===== src/rtl/mmix_defs.sv =====
// Shared MMIX memory-interface definitions: datasize encodings, request
// bundle and the arbiter state type.
package mmix_defs;

  localparam logic [1:0] SIZE_BYTE  = 2'd0;
  localparam logic [1:0] SIZE_WYDE  = 2'd1;
  localparam logic [1:0] SIZE_TETRA = 2'd2;
  localparam logic [1:0] SIZE_OCTA  = 2'd3;

  typedef struct packed {
    logic [63:0] address;
    logic [1:0]  datasize;
    logic        read;
    logic        write;
    logic [63:0] writedata;
  } mem_req_t;

  typedef enum logic [1:0] {
    S_IDLE  = 2'd0,
    S_BUSY  = 2'd1,
    S_ABORT = 2'd2
  } arb_state_t;

endpackage


===== src/rtl/rr_arb2.sv =====
// Two-way round-robin picker between the fetch and data ports; remembers
// which port won the last arbitration so a tie goes to the other one.
module rr_arb2 #(
  parameter int FETCH_FIRST = 1
) (
  input  logic clk,
  input  logic reset,
  input  logic req_fetch,
  input  logic req_data,
  input  logic update,
  output logic pick_data
);

  logic last_data;

  // Seeding last_data as "data won last" makes the first tie go to fetch.
  always_ff @(posedge clk) begin
    if (reset)
      last_data <= (FETCH_FIRST != 0);
    else if (update)
      last_data <= pick_data;
  end

  assign pick_data = req_data & (~req_fetch | ~last_data);

endmodule


===== src/rtl/mem_port_arbiter.sv =====
// Arbitrates the instruction-fetch and data ports onto one downstream memory
// port, with CSWAP lock support and flush (request drop) handling.
module mem_port_arbiter #(
  parameter int FETCH_FIRST = 1
) (
  input  logic        clk,
  input  logic        reset,
  input  logic [63:0] i_address,
  input  logic        i_read,
  output logic [63:0] i_readdata,
  output logic        i_done,
  input  logic [63:0] d_address,
  input  logic [1:0]  d_datasize,
  input  logic [63:0] d_writedata,
  input  logic        d_read,
  input  logic        d_write,
  input  logic        d_lock,
  output logic [63:0] d_readdata,
  output logic        d_done,
  output logic [63:0] mem_address,
  output logic [1:0]  mem_datasize,
  output logic        mem_read,
  output logic        mem_write,
  output logic [63:0] mem_writedata,
  input  logic [63:0] mem_readdata,
  input  logic        mem_done,
  output logic        grant_d
);

  import mmix_defs::*;

  arb_state_t state, state_nx;
  logic       grant_nx;
  logic       arb_update;
  logic       pick_data;
  logic       d_req;
  logic       owner_req;
  logic       fwd_done;
  mem_req_t   req;

  assign d_req     = d_read | d_write;
  assign owner_req = grant_d ? d_req : i_read;

  rr_arb2 #(.FETCH_FIRST(FETCH_FIRST)) u_rr (
    .clk       (clk),
    .reset     (reset),
    .req_fetch (i_read),
    .req_data  (d_req),
    .update    (arb_update),
    .pick_data (pick_data)
  );

  always_ff @(posedge clk) begin
    if (reset) begin
      state   <= S_IDLE;
      grant_d <= 1'b0;
    end else begin
      state   <= state_nx;
      grant_d <= grant_nx;
    end
  end

  // A dropped owner request is a flush: the outstanding done must be swallowed.
  always_comb begin
    state_nx   = state;
    grant_nx   = grant_d;
    arb_update = 1'b0;
    case (state)
      S_IDLE: begin
        if (i_read | d_req) begin
          state_nx   = S_BUSY;
          grant_nx   = pick_data;
          arb_update = 1'b1;
        end
      end
      S_BUSY: begin
        if (!owner_req)
          state_nx = mem_done ? S_IDLE : S_ABORT;
        else if (mem_done && !(grant_d && d_lock))
          state_nx = S_IDLE;
      end
      S_ABORT: begin
        if (mem_done)
          state_nx = S_IDLE;
      end
      default: state_nx = S_IDLE;
    endcase
  end

  // Write wins over read when the data port raises both.
  always_comb begin
    req = '0;
    if (state == S_BUSY && owner_req) begin
      if (grant_d) begin
        req.address   = d_address;
        req.datasize  = d_datasize;
        req.read      = d_read & ~d_write;
        req.write     = d_write;
        req.writedata = d_writedata;
      end else begin
        req.address  = i_address;
        req.datasize = SIZE_OCTA;
        req.read     = i_read;
      end
    end
  end

  assign mem_address   = req.address;
  assign mem_datasize  = req.datasize;
  assign mem_read      = req.read;
  assign mem_write     = req.write;
  assign mem_writedata = req.writedata;

  assign fwd_done   = (state == S_BUSY) && owner_req && mem_done;
  assign i_done     = fwd_done & ~grant_d;
  assign d_done     = fwd_done & grant_d;
  assign i_readdata = mem_readdata;
  assign d_readdata = mem_readdata;

endmodule


===== config.mk =====
export PLATFORM = sky130hd
export DESIGN_NAME = mem_port_arbiter
export DESIGN_NICKNAME = d
export VERILOG_FILES = /design/src/rtl/mmix_defs.sv /design/src/rtl/rr_arb2.sv /design/src/rtl/mem_port_arbiter.sv
export SDC_FILE = /design/constraint.sdc
export NUM_CORES = 1
export LEC_CHECK = 0
export BUFFER_PORTS_ARGS = -buffer_cell sky130_fd_sc_hd__buf_4
export CAP_MARGIN = 20
export CELL_PAD_IN_SITES_DETAIL_PLACEMENT = 0
export CELL_PAD_IN_SITES_GLOBAL_PLACEMENT = 2
export CORE_AREA = 2 2 205 207
export DETAILED_ROUTE_END_ITERATION = 7
export DIE_AREA = 0 0 207 209
export PLACE_DENSITY_LB_ADDON = 0.1
export SYNTH_ARGS = -nofsm -noshare
export SYNTH_HDL_FRONTEND = slang
export SYNTH_SLANG_ARGS = --single-unit

===== constraint.sdc =====
create_clock -name clk -period 1.6 [get_ports clk]
set_clock_uncertainty 0.15 [all_clocks]
set_input_delay 0.16 -clock clk [delete_from_list [all_inputs] [get_ports clk]]
set_output_delay 0.16 -clock clk [all_outputs]
set_load 0.005 [all_outputs]

Yosys cells after proc, flatten, opt, wreduce, memory -nomap -nowiden. Index checks and enable logic that the tools add are counted.

Register bits: 4. Bits in latches: 0. RAM bits: 0. Bits in read-only memories: 0. Word-level logic and storage cells: 39. Memories kept: 0.

Add/subtract/negate cells: 0. $mul: 0. Div/mod/pow operators: 0. $lt $le $gt $ge: 0. Equality and inequality tests: 5. Shifts and indexed selects: 0. Multiplexer cells: 12. Bitwise logic cells: 11. Reduce and logical (&&, ||, !) cells: 8.

Operator list (count): $mux W132 (1); $mux W67 (1); $mux W65 (1); $mux W2 (5); $pmux W2 S3 (1); $and A1 B1 Y1 (4); $logic_and A1 B1 Y1 (4); $ne A2 B2 Y1 const B (2); $not A1 Y1 (4); $mux W1 (3); $ne A3 B3 Y1 const B (1); $or A1 B1 Y1 (3); $reduce_and A3 Y1 (1); $eq A2 B1 Y1 const B (1); $eq A2 B2 Y1 const B (1); $logic_not A2 Y1 (1); $reduce_and A2 Y1 (1); $logic_not A1 Y1 (1).

Depth between registers and ports, before layout.
Word-level depth: 6. Depth in mapped cells: 5. Gate-level depth less buffers: 3.

Cells and area by module. From an unflattened synthesis, not the netlist that was laid out.

Cell total of the unflattened synthesis: 379. Area, all modules: 2638.8 um^2.

Modules (own cells, without submodules): mem_port_arbiter (times used 1, cells an instance 375, area an instance 2596.2 um^2); rr_arb2 (times used 1, cells an instance 4, area an instance 42.5 um^2).

Worst setup path after synthesis. Ideal clock, no wire load.

Path kind: reg-to-output. Start: reg state[1]. End: out mem_writedata[10]. Data arrival time: 1098 ps. Data required time: 1290 ps. Slack: 192 ps. Cell stages (with the launch flop): 6. Buffers on the path: 2. Path through: dfxtp_1 -> and2b_4 -> and3_1 -> buf_6 -> buf_6 -> and2_1.

Cells in the longest elaborated chain, start to end: 3.

RTL lines: from (decl) (RTL line mem_port_arbiter.sv:32) `arb_state_t state, state_nx;`; from (signal assigned) (RTL line mem_port_arbiter.sv:58) `state <= state_nx;`; $eq A2 B1 Y1 (RTL line mem_port_arbiter.sv:93) `if (state == S_BUSY && owner_req) begin`; $logic_and A1 B1 Y1 (RTL line mem_port_arbiter.sv:93); $mux W132 (RTL line mem_port_arbiter.sv:93); to (decl) (RTL line mem_port_arbiter.sv:24) `output logic [63:0] mem_writedata,`.

Every way passes these cells.

Final worst setup path.
Start: reg grant_d. End: out mem_address[46].

Cells in the longest elaborated chain, start to end: 3.

RTL lines: from (decl) (RTL line mem_port_arbiter.sv:27) `output logic grant_d`; from (signal assigned) (RTL line mem_port_arbiter.sv:59) `grant_d <= grant_nx;`; $mux W1 (RTL line mem_port_arbiter.sv:42) `assign owner_req = grant_d ? d_req : i_read;`; $logic_and A1 B1 Y1 (RTL line mem_port_arbiter.sv:93); $mux W132 (*) (RTL line mem_port_arbiter.sv:93); to (decl) (RTL line mem_port_arbiter.sv:20) `output logic [63:0] mem_address,`.

Every way passes the cells marked *; elsewhere a longest branch is shown, timed or not.

==> metrics.csv <==
metric,value,unit
r2r_end,state[0]$_SDFFE_PP0P_,
row_count,75,
grt_pass1_vias,3801,
total_leakage_power,2.96,nW
syn_avg_cell_area,7.04,µm²
drive_above_1_share,80.4,%
worst_ep_required_time,1.29,ns
main_combinational_cell_family_by_area_after_synthesis,buffers and inverters,
via_count,3484,
hold-path-endpoint,state[1]$_SDFFE_PP0P_,
synth_enable_flop_cells,0,
totalWireLength,21200,µm
rr_startpoint,grant_d$_SDFFE_PP0P_,
area_growth,139,%
placedInstanceArea,0.00501,mm²
commonest_cells_after_routing_fill_and_taps_aside,"sky130_fd_sc_hd__buf_4 (265), sky130_fd_sc_hd__buf_6 (89), sky130_fd_sc_hd__and2_4 (64)",
outcome,"finished, violations left",
worstSetupEndpointType,output pin,
finalHoldViolations,0,
finish.utilization,15.5,%
unrepaired_setup_endpoints_after_global_routing,yes,
sequential_share_of_the_synthesized_area,2.99,%
max_freq,0.514,GHz
detailedPlacementHpwl,15600,µm
hold_depth,3,
track_usage,8.38,%
starting_utilization_of_the_core_area,6.48,%
synth_fp_nets,645,
floorplan.io_pins,528,
dp_slack,-0.154,ns
tritoncts_clock_tree,built,
post_synth_instance_area,0.00267,mm²
adder_cell_share_of_the_synthesized_area,0,%
die_height,209,µm
drt_drc_violations_left,0,
clk_tree_root_cell,sky130_fd_sc_hd__clkbuf_16,
critPathArrivalTime,1.64,ns
drtPass1Iterations,6,
synthCells,380,
grt_pass1_wl,26700,µm
failing_checks,negative setup slack,
remaining_global_route_overflow,0,
nNetsFinal,884,
worst_path_largest_cell_delay,0.40,ns
fill_cells,4717,
final_critical_path_setup_slack,-0.347,ns
worst-setup-path-type,reg2out,
slew_headroom,74.5,%
xor_and_xnor_fraction_of_the_mapped_netlist_area,0,%
worst_path_most_repeated_cell,sky130_fd_sc_hd__clkbuf_16,
ys_async_sr_fraction,0,%
r2r_cells,6,
layout.cells.most_common,sky130_fd_sc_hd__buf_4,
power_per_cell_area,395,mW/mm²
predominant_post_synthesis_flop_cell,sky130_fd_sc_hd__dfxtp_1,
post_synth_mux_area_share,24.0,%
post-place-cells,1127,
synth_seq_cells,4,
avgViaCountPerCell,3.01,
ir_drop,0.000199,V
timing.critical_path.buf_inv,3,
kind_of_start_point_of_the_critical_path,register,
die-width,207,µm
gpl.final_weighted_congestion,0.765,
simple_gate_area_share_of_the_yosys_netlist,28.4,%
reg2reg_slack,-0.08,ns
timing.final.max_slew_violations,0,
aggregate_negative_setup_slack,-39.45,ns
drv.max_cap_violation_count,0,
timing.hold.worst.start,mem_done,
routed_wire_length_per_instance,18.4,µm
clk-insertion-delay-late,0.23,ns
yosys_warnings,0,
grt_antenna_before_repair,0,
final.hold.worst_slack,0.155,ns
fin_cells,1157,
synth-compound-area-share,2.29,%
post-layout-total-power,2.53,mW
clockBufferDepth,2,
drt-initial-drc-count,46,
cp_delay_by_family_top,simple AND/OR/NAND/NOR gates,
antenna-diode-count,0,
maximum_number_of_pins_on_one_net_before_global_route_repair,33,
htree_num_levels,1,
portBuffers,335,
cts_inserted_buffers,3,
postLayoutCellArea,0.00640,mm²
period_minus_slack,1.95,ns
std_cell_core_area,0.0413,mm²
worstMarginPinSlew,0.371,ns
final_min_period_over_clock_period,122,%
timing.critical_path.fanout_max,8,
crit_path_cell_trace,or3b_4 -> nand3_4 -> clkbuf_16 -> clkbuf_16 -> nor2_1 -> buf_4,
antenna_violating_nets_post_route,0,
cts.sink_count,4,
timing.hold.worst.class,in2reg,
die-area,0.0433,mm²
final_setup_violating_endpoints,134,
clk_pin_slew,0.03,ns
netlist-cell-type-count,24,
crit_path_top_delay_cell,sky130_fd_sc_hd__or3b_4,
==> cell families after synthesis <==
family          count (synthesis)
buf+inv                       155
simple gates                  148
mux                            64
compound gates                  9
flops                           4
==> cell type report <==
class | count | area [µm²] | area share [%]
flip-flops and latches | 4 | 85.1 | 1.33
multi-input cells | 221 | 1860 | 29.0
repair buffers | 384 | 3680 | 57.6
well taps | 539 | 674 | 10.5
clock buffers | 4 | 78.8 | 1.23
inverters | 5 | 18.8 | 0.293
==> timing repair <==
action                                  CTS  global route
setup buffers                             4             5
gates cloned                              6            11
resized for setup                        46           184
endpoints found under the setup margin  133           134
hold buffers                              1             0
endpoints found under the hold margin     1             0
pin swaps                                12            74
==> report_power, final <==
part / internal (mW) / leakage, nW / total (mW) / switching [mW]
logic: 1.20 / 2.89 / 2.00 / 0.794
clock network: 0.330 / 0.0382 / 0.407 / 0.0774
registers: 0.112 / 0.0342 / 0.120 / 0.00826
==> sequential cells by signal, indices dropped and copies added (netlist names) <==
register	flops
grant_d	1
state	2
u_rr.last_data	1
==> cells in the mapped netlist (all sizes together), types with 2 or more instances <==
| cell type | n | area share, % |
|---|---|---|
| buf | 150 | 42 |
| nor2 | 67 | 9.4 |
| and2 | 65 | 15 |
| mux2i | 64 | 24 |
| inv | 5 | 0.70 |
| nand2 | 5 | 0.70 |
| dfxtp | 4 | 3.0 |
| a21oi | 2 | 0.37 |
| and3 | 2 | 0.47 |
| nor3 | 2 | 0.37 |
| o21ai | 2 | 0.37 |
| or2 | 2 | 0.47 |
| or3b | 2 | 0.66 |
==> worst max-delay path by stage <==
stage / from / end / slack (ns) / cells past startpoint
after floorplan: state[1]$_SDFFE_PP0P_ / mem_writedata[10] / 0.19 / 5
after global placement: grant_d$_SDFFE_PP0P_ / mem_address[59] / -0.22 / 6
after detailed placement: grant_d$_SDFFE_PP0P_ / mem_address[59] / -0.15 / 6
after CTS: grant_d$_SDFFE_PP0P_ / mem_address[57] / -0.35 / 6
after global routing: grant_d$_SDFFE_PP0P_ / mem_address[46] / -0.40 / 6
final: grant_d$_SDFFE_PP0P_ / mem_address[46] / -0.35 / 6
==> worst register-to-register path: stages (launching register included) <==
cell	delay, ns
sky130_fd_sc_hd__dfxtp_4	0.35
sky130_fd_sc_hd__or3b_4	0.40
sky130_fd_sc_hd__nand3_4	0.11
sky130_fd_sc_hd__buf_12	0.16
sky130_fd_sc_hd__clkbuf_16	0.21
sky130_fd_sc_hd__buf_6	0.12
sky130_fd_sc_hd__o22ai_1	0.06
==> routing by layer <==
metal / GRT usage (%) / routed length (µm) / vias up
li1: - / - / 1558
met1: 6.94 / 6320 / 1552
met2: 15.7 / 11000 / 335
met3: 6.07 / 3500 / 39
met4: 2.24 / 457 / 0
met5: 0 / 0 / -
No activity file was read; power rests on OpenSTA's default activity.
